$ cat src/rtl/rr_arbiter3.sv
// Three-requester round-robin arbiter with hold timeout, registered
// contention flags (one/two/all) and a wrapping grant counter.
// All outputs come straight from flops.
module rr_arbiter3 #(
  parameter int unsigned HOLD_MAX = 8,  // 1..255
  parameter int unsigned CNT_W    = 8
) (
  input  logic             clock,
  input  logic             reset,
  input  logic [2:0]       req_i,
  input  logic             release_i,
  output logic [2:0]       grant_o,
  output logic             busy_o,
  output logic             timeout_o,
  output logic             one_o,
  output logic             two_o,
  output logic             all_o,
  output logic [CNT_W-1:0] grant_count_o
);

  typedef enum logic {IDLE, GRANT} state_e;

  localparam logic [7:0] HOLD_LAST = 8'(HOLD_MAX - 1);

  state_e           state_q, state_d;
  logic [2:0]       grant_q, grant_d;
  logic [1:0]       ptr_q, ptr_d;
  logic [7:0]       hold_q, hold_d;
  logic             timeout_q, timeout_d;
  logic [CNT_W-1:0] cnt_q, cnt_d;
  logic             one_q, two_q, all_q;

  logic [2:0] win;
  logic [1:0] ptr_after;
  logic [1:0] req_pop;
  logic       owner_req, end_norm, expire;

  // First set request scanning ptr, ptr+1, ptr+2 (mod 3).
  always_comb begin
    win = 3'b000;
    case (ptr_q)
      2'd1:    if (req_i[1]) win = 3'b010; else if (req_i[2]) win = 3'b100;
               else if (req_i[0]) win = 3'b001;
      2'd2:    if (req_i[2]) win = 3'b100; else if (req_i[0]) win = 3'b001;
               else if (req_i[1]) win = 3'b010;
      default: if (req_i[0]) win = 3'b001; else if (req_i[1]) win = 3'b010;
               else if (req_i[2]) win = 3'b100;
    endcase
  end

  // Pointer moves to the requester just after the current owner.
  always_comb begin
    ptr_after = 2'd0;
    case (grant_q)
      3'b001:  ptr_after = 2'd1;
      3'b010:  ptr_after = 2'd2;
      default: ptr_after = 2'd0;
    endcase
  end

  assign owner_req = |(req_i & grant_q);
  assign end_norm  = release_i | ~owner_req;
  assign expire    = (hold_q == HOLD_LAST);
  assign req_pop   = {1'b0, req_i[0]} + {1'b0, req_i[1]} + {1'b0, req_i[2]};

  // Next-state: grant from IDLE, end or extend the grant in GRANT.
  always_comb begin
    state_d   = state_q;
    grant_d   = grant_q;
    ptr_d     = ptr_q;
    hold_d    = hold_q;
    cnt_d     = cnt_q;
    timeout_d = 1'b0;
    case (state_q)
      IDLE: begin
        if (|req_i) begin
          grant_d = win;
          hold_d  = 8'd0;
          cnt_d   = cnt_q + CNT_W'(1);
          state_d = GRANT;
        end
      end
      GRANT: begin
        if (end_norm || expire) begin
          grant_d   = 3'b000;
          ptr_d     = ptr_after;
          state_d   = IDLE;
          // A coincident release or drop wins over the timeout.
          timeout_d = expire & ~end_norm;
        end else begin
          hold_d = hold_q + 8'd1;
        end
      end
      default: state_d = IDLE;
    endcase
  end

  // State and output registers; reset clears everything asynchronously.
  always_ff @(posedge clock or posedge reset) begin
    if (reset) begin
      state_q   <= IDLE;
      grant_q   <= 3'b000;
      ptr_q     <= 2'd0;
      hold_q    <= 8'd0;
      timeout_q <= 1'b0;
      cnt_q     <= '0;
      one_q     <= 1'b0;
      two_q     <= 1'b0;
      all_q     <= 1'b0;
    end else begin
      state_q   <= state_d;
      grant_q   <= grant_d;
      ptr_q     <= ptr_d;
      hold_q    <= hold_d;
      timeout_q <= timeout_d;
      cnt_q     <= cnt_d;
      one_q     <= (req_pop == 2'd1);
      two_q     <= (req_pop == 2'd2);
      all_q     <= (req_pop == 2'd3);
    end
  end

  assign grant_o       = grant_q;
  assign busy_o        = (state_q == GRANT);
  assign timeout_o     = timeout_q;
  assign one_o         = one_q;
  assign two_o         = two_q;
  assign all_o         = all_q;
  assign grant_count_o = cnt_q;

endmodule

$ cat config.mk
export PLATFORM = sky130hd
export DESIGN_NAME = rr_arbiter3
export DESIGN_NICKNAME = d
export VERILOG_FILES = /design/src/rtl/rr_arbiter3.sv
export SDC_FILE = /design/constraint.sdc
export NUM_CORES = 1
export LEC_CHECK = 0
export CORE_MARGIN = 2
export CORE_UTILIZATION = 58
export CTS_BUF_LIST = sky130_fd_sc_hd__clkbuf_4 sky130_fd_sc_hd__clkbuf_8
export CTS_CLUSTER_DIAMETER = 30
export DETAILED_ROUTE_END_ITERATION = 10
export GPL_ROUTABILITY_DRIVEN = 0
export PLACE_DENSITY = 0.86
export SYNTH_ARGS = -nofsm -noshare
export SYNTH_HDL_FRONTEND = slang
export SYNTH_SLANG_ARGS = --single-unit
$ cat constraint.sdc
create_clock -name clock -period 2.6 [get_ports clock]
set_input_delay 0.78 -clock clock [delete_from_list [all_inputs] [get_ports clock]]
set_output_delay 0.78 -clock clock [all_outputs]
set_load 0.1 [all_outputs]
==> results list, run 1 <==
- Category of cells accounting for the largest share of critical-path delay: compound AO/OA/AOI/OAI gates
* Number of detailed-route iterations in the first pass: 6
- RR Startpoint: hold_q[0]
- The signal on the critical path passes through clkdlybuf4s50_1 > a222oi_1 > nor2b_1 > and3_1 > a31o_1.
* Final instance area: 1598 um2
- Clock sink count: 26
- Before CTS, the worst setup slack after placement is about 0.029 ns.
* Global-route wire length before repair: approximately 4200 um
- Ranked by instance count, the synthesized netlist is headed by sky130_fd_sc_hd__dfrtp_1, sky130_fd_sc_hd__nand2_1, sky130_fd_sc_hd__xnor2_1.
- Yosys mapped a number of flops with a built-in enable equal to 0.
- Crit end category: flop
- Total track usage: a little over a fifth
- Max-cap violations in this run came to 0.
- Of all nets on the critical path, the largest fanout is 6.
- Clock-pin slew was measured on the worst setup and hold paths at ~0.14 ns.
- I/O Buffers: 21
* Run status: finished, final reports clean
- In this run, placement finished with an instance count of about 180.
- Largest net degree at the start of global routing: 27
- The path class of the tightest hold or removal check is flop to flop.
* Total Die Area: roughly 2700 um2
- For this run, the share of the core covered by cells in the final layout is 72.93%.
- Shortest period the worst path allows: ~2.2 ns
- Worst Path Buf+Inv: 1
- 22 I/O pins were placed.
* Setup CP Type: input pin to flop
* Die Span X: 51.89 um
- LEAKAGE: about 0.7 nW
* Max Clock Skew: roughly 0.011 ns
* Yosys cell types: 36
- The number of gates resized after CTS was 0.
- The wire-length estimate of the detail-placed layout is 1920 um.
- Net count of the mapped netlist: between 100 and 150
- Setup repair after global routing left no endpoint under its margin.
- The completed layout was analyzed and its total power is 1.997 mW.
* Worst setup slack after layout: between 0.3 and 0.4 ns
- Fin crit share: between 80% and 90%
- Fill cells in the final layout number ~160.
- Library cell with the highest instance count after synthesis: sky130_fd_sc_hd__dfrtp_1
* Hold Path Origin: grant_count_o[7]
- The Yosys step of the flow raised 0 warnings.
* Remaining number of nets flagged by the antenna check after routing: 0
* Post-CTS setup-driven buffer insertion count: 0
- Nets@finish: 164
- Summed over its instances, the top area cell type makes up between 40% and 50% of the synthesized netlist area.
* # hold bufs at CTS: 0
- Core area: ~2200 um2
* Mapped Avg Cell Area: 10.64 um2
- Clock tree synthesis selected as its root buffer the cell sky130_fd_sc_hd__clkbuf_4.
* Buffer levels on the longest clock path: 2
* FF+latch count, synth: 26
- Proportion of synthesized flip-flops having asynchronous set or reset: 100.0%
* Antenna violations before repair: 0
- TritonCTS built the clock tree.
- Global-route congestion overflow total: 0
* Clock insertion delay at the later pin of the skew report: between 0.3 and 0.4 ns
- The total count of hold-check failures in the final report was 0.
- Once the floorplan was initialized, standard cells occupied between 60% and 70% of the core.
- The worst pin sits at a relative slew slack of approximately 63%.
- Of the synthesized area, sequential elements account for 48.92%.
- Final routed wire length divided by cell count: about 14 um
- Hold timing on the final database bottoms out at a slack of between 0.5 and 0.6 ns.
* Total of endpoints with negative setup slack in the final report: 0
* Post-synthesis simple-gate area fraction: 19.76%
- For this run, the top clock speed supported by timing is 454.2 MHz.
- Setup crit start: req_i[1]
* Slew Viols, Final: 0
* Slowest stage cell on the critical path: sky130_fd_sc_hd__clkdlybuf4s50_1
* Setup TNS: 0 ns
- Drt initial violations: 16
- Of the total synthesized cell area, the portion taken by full adders, half adders and majority gates is between 6 and 7%.
- The routed design has about 2500 um of wire.
- Kind of start point of the critical path: input pin
- From synthesis to final layout, the design area changed by 20.13%.
- Vias: about 1,000
- Clock buffers created by TritonCTS: 3
- Summing all placed instances gives a cell area of approximately 1500 um2.
- Post-synthesis cell type with the largest combined area: sky130_fd_sc_hd__dfrtp_1
* Final cell count without fillers: roughly 180
- After synthesis, the largest family of logic cells by area is simple AND/OR/NAND/NOR gates.
* DRC: 0
- Die span in y: 51.89 um
- Top flip-flop cell by instance count after synthesis: sky130_fd_sc_hd__dfrtp_1
- CTS built an H-tree with a depth of 1.
- Highest ir drop seen on vdd: 1018 uV
- Cell area after technology mapping: 1330 um2
- Proportion of layout cells with a drive suffix above 1: between 15 and 20%
- In the synthesized netlist, mux cells make up just over 3% of the area.
- The synthesized netlist devotes 6.585% of its cell area to XOR and XNOR gates.
* Number of standard-cell rows in the floorplan: 17
- Number of instances in the synthesized netlist: 125
- For the pin with the worst max-slew slack, the measured transition is roughly 0.55 ns.
- Required time of the worst setup path: 2.81 ns
- P per Cell Area: ~1200 nW/um2
- Critical path's largest stage delay: between 0.5 and 0.6 ns
- Crit path arrival time: between 2 and 2.5 ns
- In the post-synthesis netlist, the biggest area contributors are sky130_fd_sc_hd__dfrtp_1, sky130_fd_sc_hd__xnor2_1, sky130_fd_sc_hd__ha_1, sky130_fd_sc_hd__nand2_1, sky130_fd_sc_hd__nor2b_1.
- Using the TritonRoute via totals, the vias-per-cell ratio works out to about 5.8.
* Number of global-route vias before repair: 968
* Compound-cell area share of the yosys netlist: 12.51%
- 0 antenna diodes ended up in the layout.
-- placed cells by master (no fill, tap or decap), types with 3 or more instances in the layout --
master	synthesis	routed
sky130_fd_sc_hd__buf_4	0	18
sky130_fd_sc_hd__clkbuf_4	0	3
sky130_fd_sc_hd__clkdlybuf4s50_1	0	5
sky130_fd_sc_hd__dfrtp_1	26	26
sky130_fd_sc_hd__ha_1	5	5
sky130_fd_sc_hd__inv_1	9	9
sky130_fd_sc_hd__mux2i_1	3	3
sky130_fd_sc_hd__nand2_1	10	10
sky130_fd_sc_hd__nand3_1	5	5
sky130_fd_sc_hd__nand4_1	4	4
sky130_fd_sc_hd__nor2_1	5	5
sky130_fd_sc_hd__nor2b_1	6	6
sky130_fd_sc_hd__nor3_1	4	4
sky130_fd_sc_hd__o211ai_1	4	4
sky130_fd_sc_hd__o21ai_1	3	3
sky130_fd_sc_hd__o22ai_1	3	3
sky130_fd_sc_hd__xnor2_1	10	10
-- flip-flops by register name, indices dropped and copies added, names as in the netlist --
| register | flops |
|---|---|
| one_o | 1 |
| grant_o | 3 |
| two_o | 1 |
| hold_q | 8 |
| timeout_o | 1 |
| ptr_q | 2 |
| busy_o | 1 |
| all_o | 1 |
| grant_count_o | 8 |
-- final timing paths --
| kind | endpoint | slack (ns) | depth (start not counted) |
|---|---|---|---|
| worst min-delay path | grant_count_o[7] | 0.51 | 1 |
| worst max-delay path | hold_q[1] | 0.40 | 5 |
| worst max register to register | grant_o[2] | 0.70 | 5 |
| worst min register to register | grant_count_o[7] | 0.51 | 1 |
| max in group asynchronous | grant_o[2] | 1.55 | 3 |
| min in group asynchronous | grant_count_o[3] | 0.80 | 3 |
-- cells by family after synthesis --
logic type,after synthesis
buffers and inverters,10
DFF,26
and+or+nand+nor,46
adders and majority gates,6
AOI/OAI and AO/OA,23
xor gates and xnor gates,10
muxes,4
-- layout make-up --
cell class	instances	area (um2)	share of cell area, %
clock buffers	3	22.52	1.410
clock inverters	1	30.03	1.879
inverters	9	33.78	2.114
multi-input cells	89	640.6	40.09
flip-flops and latches	26	650.6	40.72
well taps	28	35.03	2.193
repair buffers	23	185.2	11.59
-- routing by layer --
| metal | track usage [%] | vias to the layer above | part of all wire, % |
|---|---|---|---|
| met4 | 7.456 | 0 | 1.3 |
| met2 | 35.23 | 37 | 50 |
| li1 | - | 501 | - |
| met5 | 0 | - | 0 |
| met1 | 27.67 | 491 | 43 |
| met3 | 2.586 | 4 | 5.5 |
-- worst register-to-register path, cell delays in order, from the launching register on --
cell	delay, ns
sky130_fd_sc_hd__dfrtp_1	0.45
sky130_fd_sc_hd__ha_1	0.25
sky130_fd_sc_hd__nor4b_2	0.18
sky130_fd_sc_hd__and3_4	0.20
sky130_fd_sc_hd__o31ai_2	0.50
sky130_fd_sc_hd__a32o_1	0.27
-- power breakdown --
group / leakage (nW) / internal, mW / switching (mW)
clock: 0.0279 / 0.156 / 0.114
sequential: 0.344 / 0.503 / 0.124
combinational: 0.330 / 0.285 / 0.815
No activity file was read; power rests on OpenSTA's default activity.
==> run 2: changes to the inputs <==
--- a/config.mk
+++ b/config.mk
@@ -6,12 +6,12 @@
 export NUM_CORES = 1
 export LEC_CHECK = 0
 export CORE_MARGIN = 2
-export CORE_UTILIZATION = 58
+export CORE_UTILIZATION = 49
 export CTS_BUF_LIST = sky130_fd_sc_hd__clkbuf_4 sky130_fd_sc_hd__clkbuf_8
 export CTS_CLUSTER_DIAMETER = 30
 export DETAILED_ROUTE_END_ITERATION = 10
 export GPL_ROUTABILITY_DRIVEN = 0
-export PLACE_DENSITY = 0.86
+export PLACE_DENSITY = 0.77
 export SYNTH_ARGS = -nofsm -noshare
 export SYNTH_HDL_FRONTEND = slang
 export SYNTH_SLANG_ARGS = --single-unit
==> constraint.sdc (replaced) <==
create_clock -name clock -period 1.9 [get_ports clock]
set_input_delay 0.57 -clock clock [delete_from_list [all_inputs] [get_ports clock]]
set_output_delay 0.57 -clock clock [all_outputs]
set_load 0.1 [all_outputs]
==> run 2 against run 1 <==
  * Cell count up 6.1%
  * Final area up 17%
  * First-iteration DRC count up 25%
  * Die area up 17%
  * Register-to-register slack worse by 0.55 ns
  * Largest power group unchanged
==> results list, run 2 (same netlist as run 1, synthesis figures left out) <==
* Detail-routed via count per cell: around 5.7
* Number of standard-cell rows in the floorplan: 18
- Register share of total power: between 30 and 40%
- The worst setup path is captured at a flop.
- Number of detailed-route iterations in the first pass: 4
- The internal power of the cells totals between 1.5 and 2 mW.
* Slew at the pin closest to its max-slew limit: about 0.36 ns
- The tool flagged a number of max-cap violations equal to 0.
- The die covers 3147 um2.
- Reg-to-reg critical path endpoint: hold_q[4]
* Switching fraction of total power: ~50%
- Critical path fanouts, max: 5
- Shortest period the worst path allows: about 1.9 ns
* Global-route wire length before repair: between 4000 and 5000 um
* Count of H-tree levels built during CTS: 1
- After detailed routing, the number of remaining DRC violations is 0.
- # hold bufs at CTS: 0
- The number of antenna violations at the first check in global routing came to 0.
* Number of stages on the worst hold path: 1
- Total track usage: 19.53%
- Kind of start point of the critical path: input pin
- In this run, CTS created clock tree buffers numbering 3.
- Clock insertion delay at the later pin of the skew report: approximately 0.32 ns
- The analysis attributes to net switching a power of 1.534 mW.
- The floorplan step defined a core boundary enclosing approximately 2500 um2.
- Crit path arrival time: roughly 2.1 ns
- Once placement finished, the instance area stood at approximately 1800 um2.
- Vias: 1,085
- The detailed router finished its first iteration with 20 violations.
- The final count of pins violating max slew is 0.
* Die span in y: 56.10 um
* Final cell utilization of the core: approximately 74%
- Final hold violations: 0
- 22 I/O pins were placed.
- Combinational fraction of design power: between 60% and 70%
- For hold timing, the worst endpoint is hold_q[0].
- Clock sink count: 26
* Hold Path Origin: hold_q[0]
- Cell count of the worst reg-to-reg path: 5
* Final instance area: between 1500 and 2000 um2
* Largest net degree at the start of global routing: 27
- P per Cell Area: between 1500 and 2000 nW/um2
* Worst slew slack as a fraction of its limit: between 70% and 80%
* Worst hold slack across all endpoints: ~0.54 ns
* Total of endpoints with negative setup slack in the final report: 0
- The critical path is of the input pin to flop type.
- The detail route stage leaves a number of antenna-violating nets equal to 0.
* Max Clock Skew: 0.006864 ns
- At the end of the flow, the number of nets in the layout was around 170.
- The worst-case IR drop observed on VDD is approximately 1500 uV.
* Clock input transition at the sequential cells of the worst setup and hold paths: around 0.13 ns
* Die Span X: 56.10 um
- The repair_antennas step left the layout with diodes totalling 0.
- For this configuration, the core starts out at a cell density of 52.73%.
* I/O Buffers: 21
- Global-route congestion overflow total: 0
- Static timing analysis puts the maximum clock frequency at around 540 MHz.
- The min-delay analysis places its worst path in the category flop to flop.
- The flow ran to the end, and the final reports show no timing, DRC or antenna violations.
- From synthesis to final layout, the design area changed by 40.64%.
- Once detailed placement completed, the half-perimeter wirelength came to roughly 2200 um.
* Buffer levels on the longest clock path: 2
- Fin crit share: between 90% and 100%
- RR Startpoint: hold_q[0]
- Gates resized during post-CTS repair numbered 0.
* Root buf cell: sky130_fd_sc_hd__clkbuf_4
- Post-CTS setup-driven buffer insertion count: 0
* TritonCTS clock tree: done
- LEAKAGE: roughly 0.79 nW
- Final routed wire length divided by cell count: 14.76 um
- Clock network fraction of design power: around 9.0%
* Highest-count cells in the layout ignoring fill and taps: sky130_fd_sc_hd__dfrtp_1, sky130_fd_sc_hd__buf_12, sky130_fd_sc_hd__buf_4
- At the worst endpoint, the required time is ~2.2 ns.
* Number of global-route vias before repair: 1,122
- Proportion of layout cells with a drive suffix above 1: a little over a quarter
- Flop-to-flop setup slack: about 0.15 ns
* Most common library cell in the layout ignoring fill and taps: sky130_fd_sc_hd__dfrtp_1
- Wire length after detailed routing: between 2000 and 3000 um
## run 2: cell types whose count changed in the layout (fill, tap and decap cells not counted), sizes merged
cell | previous run | this run
buf | 18 | 27
bufinv | 1 | 0
clkbuf | 3 | 4
## run 2: worst max-delay path, stage by stage
cell,delay [ns]
sky130_fd_sc_hd__clkdlybuf4s50_1,0.50
sky130_fd_sc_hd__a222oi_1,0.08
sky130_fd_sc_hd__buf_4,0.16
sky130_fd_sc_hd__nand2b_1,0.21
sky130_fd_sc_hd__or4_1,0.49
sky130_fd_sc_hd__o211ai_1,0.10
## run 2: worst max path at each step
stage | slack (ns) | startpoint | depth (start not counted) | end
after floorplan | 0.10 | grant_o[0] | 4 | hold_q[4]
after global placement | -0.25 | req_i[0] | 6 | hold_q[4]
after detailed placement | -0.29 | req_i[0] | 6 | hold_q[4]
after CTS | 0.02 | hold_q[0] | 5 | ptr_q[0]
after global routing | -0.0001 | req_i[2] | 6 | hold_q[4]
final | 0.04 | req_i[2] | 6 | hold_q[4]
## run 2: through the flow
step                      setup TNS [ns]  setup WS [ns]  power [mW]  cells
after detailed placement          -4.406        -0.2923       2.792    186
after global placement            -3.327        -0.2458       2.736    186
after global routing          -0.0001323     -0.0001323       3.203    190
final                                  0        0.03690       3.067    190
after floorplan                        0         0.1032       2.053    125
after CTS                              0        0.01684       3.074    190
## run 2: per-layer routing
layer | wire [um] | GRT usage [%]
met1 | 1149 | 23.05
met2 | 1444 | 34.45
met3 | 138 | 2.791
met4 | 72 | 9.524
met5 | 0 | 0
## run 2: area by class of cell
cell class / instances / area (um2)
sequential: 26 / 655.6
multi-input combinational: 89 / 654.4
fill: 187 / 651.9
timing repair buffer: 32 / 452.9
tap: 30 / 37.54
clock buffer: 4 / 36.28
inverter: 9 / 33.78
## run 2: power by group through the flow
stage | combinational (mW) | clock (mW) | sequential, mW
after floorplan | 0.446 | 0 | 1.61
after global placement | 1.81 | 0 | 0.921
after detailed placement | 1.86 | 0 | 0.935
after CTS | 1.86 | 0.293 | 0.923
after global routing | 1.95 | 0.305 | 0.952
final | 1.87 | 0.275 | 0.926
==> run 3: changes to the inputs <==
--- a/config.mk
+++ b/config.mk
@@ -5,7 +5,7 @@
 export SDC_FILE = /design/constraint.sdc
 export NUM_CORES = 1
 export LEC_CHECK = 0
-export CORE_MARGIN = 2
+export CORE_MARGIN = 5
 export CORE_UTILIZATION = 49
 export CTS_BUF_LIST = sky130_fd_sc_hd__clkbuf_4 sky130_fd_sc_hd__clkbuf_8
 export CTS_CLUSTER_DIAMETER = 30
==> run 3 against run 2 <==
  * Setup slack worse by 0.021 ns
  * Clock skew is 0.0051 ns lower
  * Count of clock-buffer cells in the layout stayed put
  * Highest routed layer unchanged
  * Fmax decreased by 1.1%
==> results list, run 3 (same netlist as run 1, synthesis figures left out) <==
- Clock insertion delay at the later pin of the skew report: about 0.32 ns
- Cell area reported after detailed placement: about 1800 um2
- After floorplanning, the core was divided into 18 placement rows.
* Max Clock Skew: roughly 0.0018 ns
- Kind of start point of the critical path: input pin
- Of all nets on the critical path, the largest fanout is 5.
- Highest attainable clock frequency: ~530 MHz
- Final cell utilization of the core: between 70 and 80%
- Die span in y: slightly above 60 um
* Tightest Hold Check Type: flop to flop
- The worst path in the final design needs a cycle of between 1.5 and 2 ns, including I/O delays and setup.
* # hold bufs at CTS: 0
- Effective utilization at floorplan: roughly 52%
* Number of filler instances in the final layout: approximately 190
- Antenna violations before repair: 0
- Across the run, the number of max-cap violations was 0.
* Flop-to-flop setup slack: approximately 0.1 ns
* Clock sink count: 26
- Dividing the detail-routed wire length by the instance count gives 15.38 um.
- Total of endpoints with negative setup slack in the final report: 0
- Hold-critical path endpoint: hold_q[0]
* Worst slew slack as a fraction of its limit: about three quarters
* Count of H-tree levels built during CTS: 1
* Slew Viols, Final: 0
* Number of detailed-route iterations in the first pass: 4
* Hold Path Origin: hold_q[0]
* Hpwl dp: around 2300 um
* Total track usage: 16.05%
* Wire length after detailed routing: 2922 um
- In the final layout, the share of cells above drive strength 1 is between 20 and 30%.
* Buffer levels on the longest clock path: 2
* Setup CP Type: input pin to flop
- Crit path arrival time: between 2 and 2.5 ns
- Ant diodes: 0
* Crit end category: flop
- Input and output buffers added on the ports amount to 21.
- Largest net degree at the start of global routing: 27
- Psw: roughly 1.5 mW
- Final cell count without fillers: 190
- IR analysis of the VDD net gives a maximum drop of ~1400 uV.
- Combinational fraction of design power: a little over 60%
- The total count of hold-check failures in the final report is 0.
* Nets@finish: around 170
- Summed over all cells, the static leakage comes to roughly 0.8 nW.
* P per Cell Area: 1644 nW/um2
* Die Span X: between 60 and 70 um
- The count of nets left with antenna violations once routing finished came out at 0.
* Number of stages on the worst hold path: 1
* Clock input transition at the sequential cells of the worst setup and hold paths: approximately 0.13 ns
- Global-route congestion overflow total: 0
- Including well taps, the total number of placed cells is roughly 190.
- Top Ports: 22
- Most common library cell in the layout ignoring fill and taps: sky130_fd_sc_hd__dfrtp_1
- Register share of total power: a little under a third
- Reg-to-reg critical path endpoint: hold_q[4]
- The worst register-to-register path has a depth of 5.
- Total Die Area: about 3900 um2
- After the first detailed-routing iteration, the DRC count stood at 45.
- Global-route wire length before repair: about 5200 um
- The run finished with clean final reports.
- The internal portion of the total power is between 1.5 and 2 mW.
- Slew at the pin closest to its max-slew limit: between 0.3 and 0.4 ns
- In this run switching power makes up between 50 and 60% of total power.
* DRC: 0
- TritonCTS created 3 clock buffers.
- Vias: around 1,100
* Final instance area: 1871 um2
- Root buf cell: sky130_fd_sc_hd__clkbuf_4
- The via count of the first global-routing pass came to ~1,100.
* TritonCTS clock tree: done
- Fin crit share: 99.14%
* RR Startpoint: hold_q[0]
- The clock network is responsible for 8.9% of the overall power.
* Required time of the worst setup path: about 2.1 ns
- Core area: approximately 2500 um2
- Highest-count cells in the layout ignoring fill and taps: sky130_fd_sc_hd__dfrtp_1, sky130_fd_sc_hd__buf_12, sky130_fd_sc_hd__buf_4
- Dividing the detail-routed via count by the number of cells gives roughly 5.6.
* Area delta synth->final: 40.64%
-- run 3: worst max path at each step --
stage                     from  depth (start not counted)  slack (ns)                to
detailed placement    req_i[0]                          6       -0.32         hold_q[4]
global placement      req_i[0]                          6       -0.24         hold_q[4]
finish                req_i[1]                          6        0.02         hold_q[4]
global route          req_i[0]                          7       -0.01  grant_count_o[5]
CTS                   req_i[0]                          6        0.02         hold_q[4]
floorplan           grant_o[0]                          4        0.10         hold_q[4]
-- run 3: metal layers --
layer / up-vias / GRT usage [%] / part of all wire (%)
met5: - / 0 / 0
met4: 0 / 6.233 / 1.8
met3: 6 / 4.317 / 5.5
met2: 33 / 26.81 / 54
met1: 507 / 19.47 / 39
li1: 520 / - / -
-- run 3: area by class of cell --
cell class	count	area [um2]	area share, %
Inverter	9	33.78	1.806
Timing Repair Buffer	32	452.9	24.21
Multi-Input combinational cell	89	654.4	34.98
Sequential cell	26	655.6	35.05
Clock buffer	4	36.28	1.940
Tap cell	30	37.54	2.007
-- run 3: repair_timing --
action	CTS	global route
setup endpoints to repair	1	3
resized for setup	1	2
buffers inserted	0	0
-- run 3: power groups by stage --
| stage | clock (mW) | combinational, mW | sequential [mW] |
|---|---|---|---|
| final | 0.274 | 1.87 | 0.931 |
| after global routing | 0.315 | 1.97 | 0.960 |
| after CTS | 0.287 | 1.86 | 0.928 |
| after detailed placement | 0 | 1.85 | 0.934 |
| after global placement | 0 | 1.80 | 0.922 |
| after floorplan | 0 | 0.446 | 1.61 |
-- run 3: metrics by stage --
stage	setup slack, ns	power [mW]	hold slack, ns	TNS [ns]
after floorplan	0.1032	2.053	0.4970	0
after global placement	-0.2401	2.726	0.5164	-3.452
after detailed placement	-0.3210	2.782	0.5284	-4.273
after CTS	0.02251	3.077	0.5492	0
after global routing	-0.01225	3.241	0.5739	-0.02764
final	0.01628	3.076	0.5465	0
-- run 3: worst max-delay path: stages --
cell and delay, ns:
sky130_fd_sc_hd__clkdlybuf4s50_1 0.48, sky130_fd_sc_hd__a222oi_1 0.09, sky130_fd_sc_hd__buf_4 0.16, sky130_fd_sc_hd__nand2b_2 0.21, sky130_fd_sc_hd__or4_1 0.50, sky130_fd_sc_hd__o211ai_1 0.11
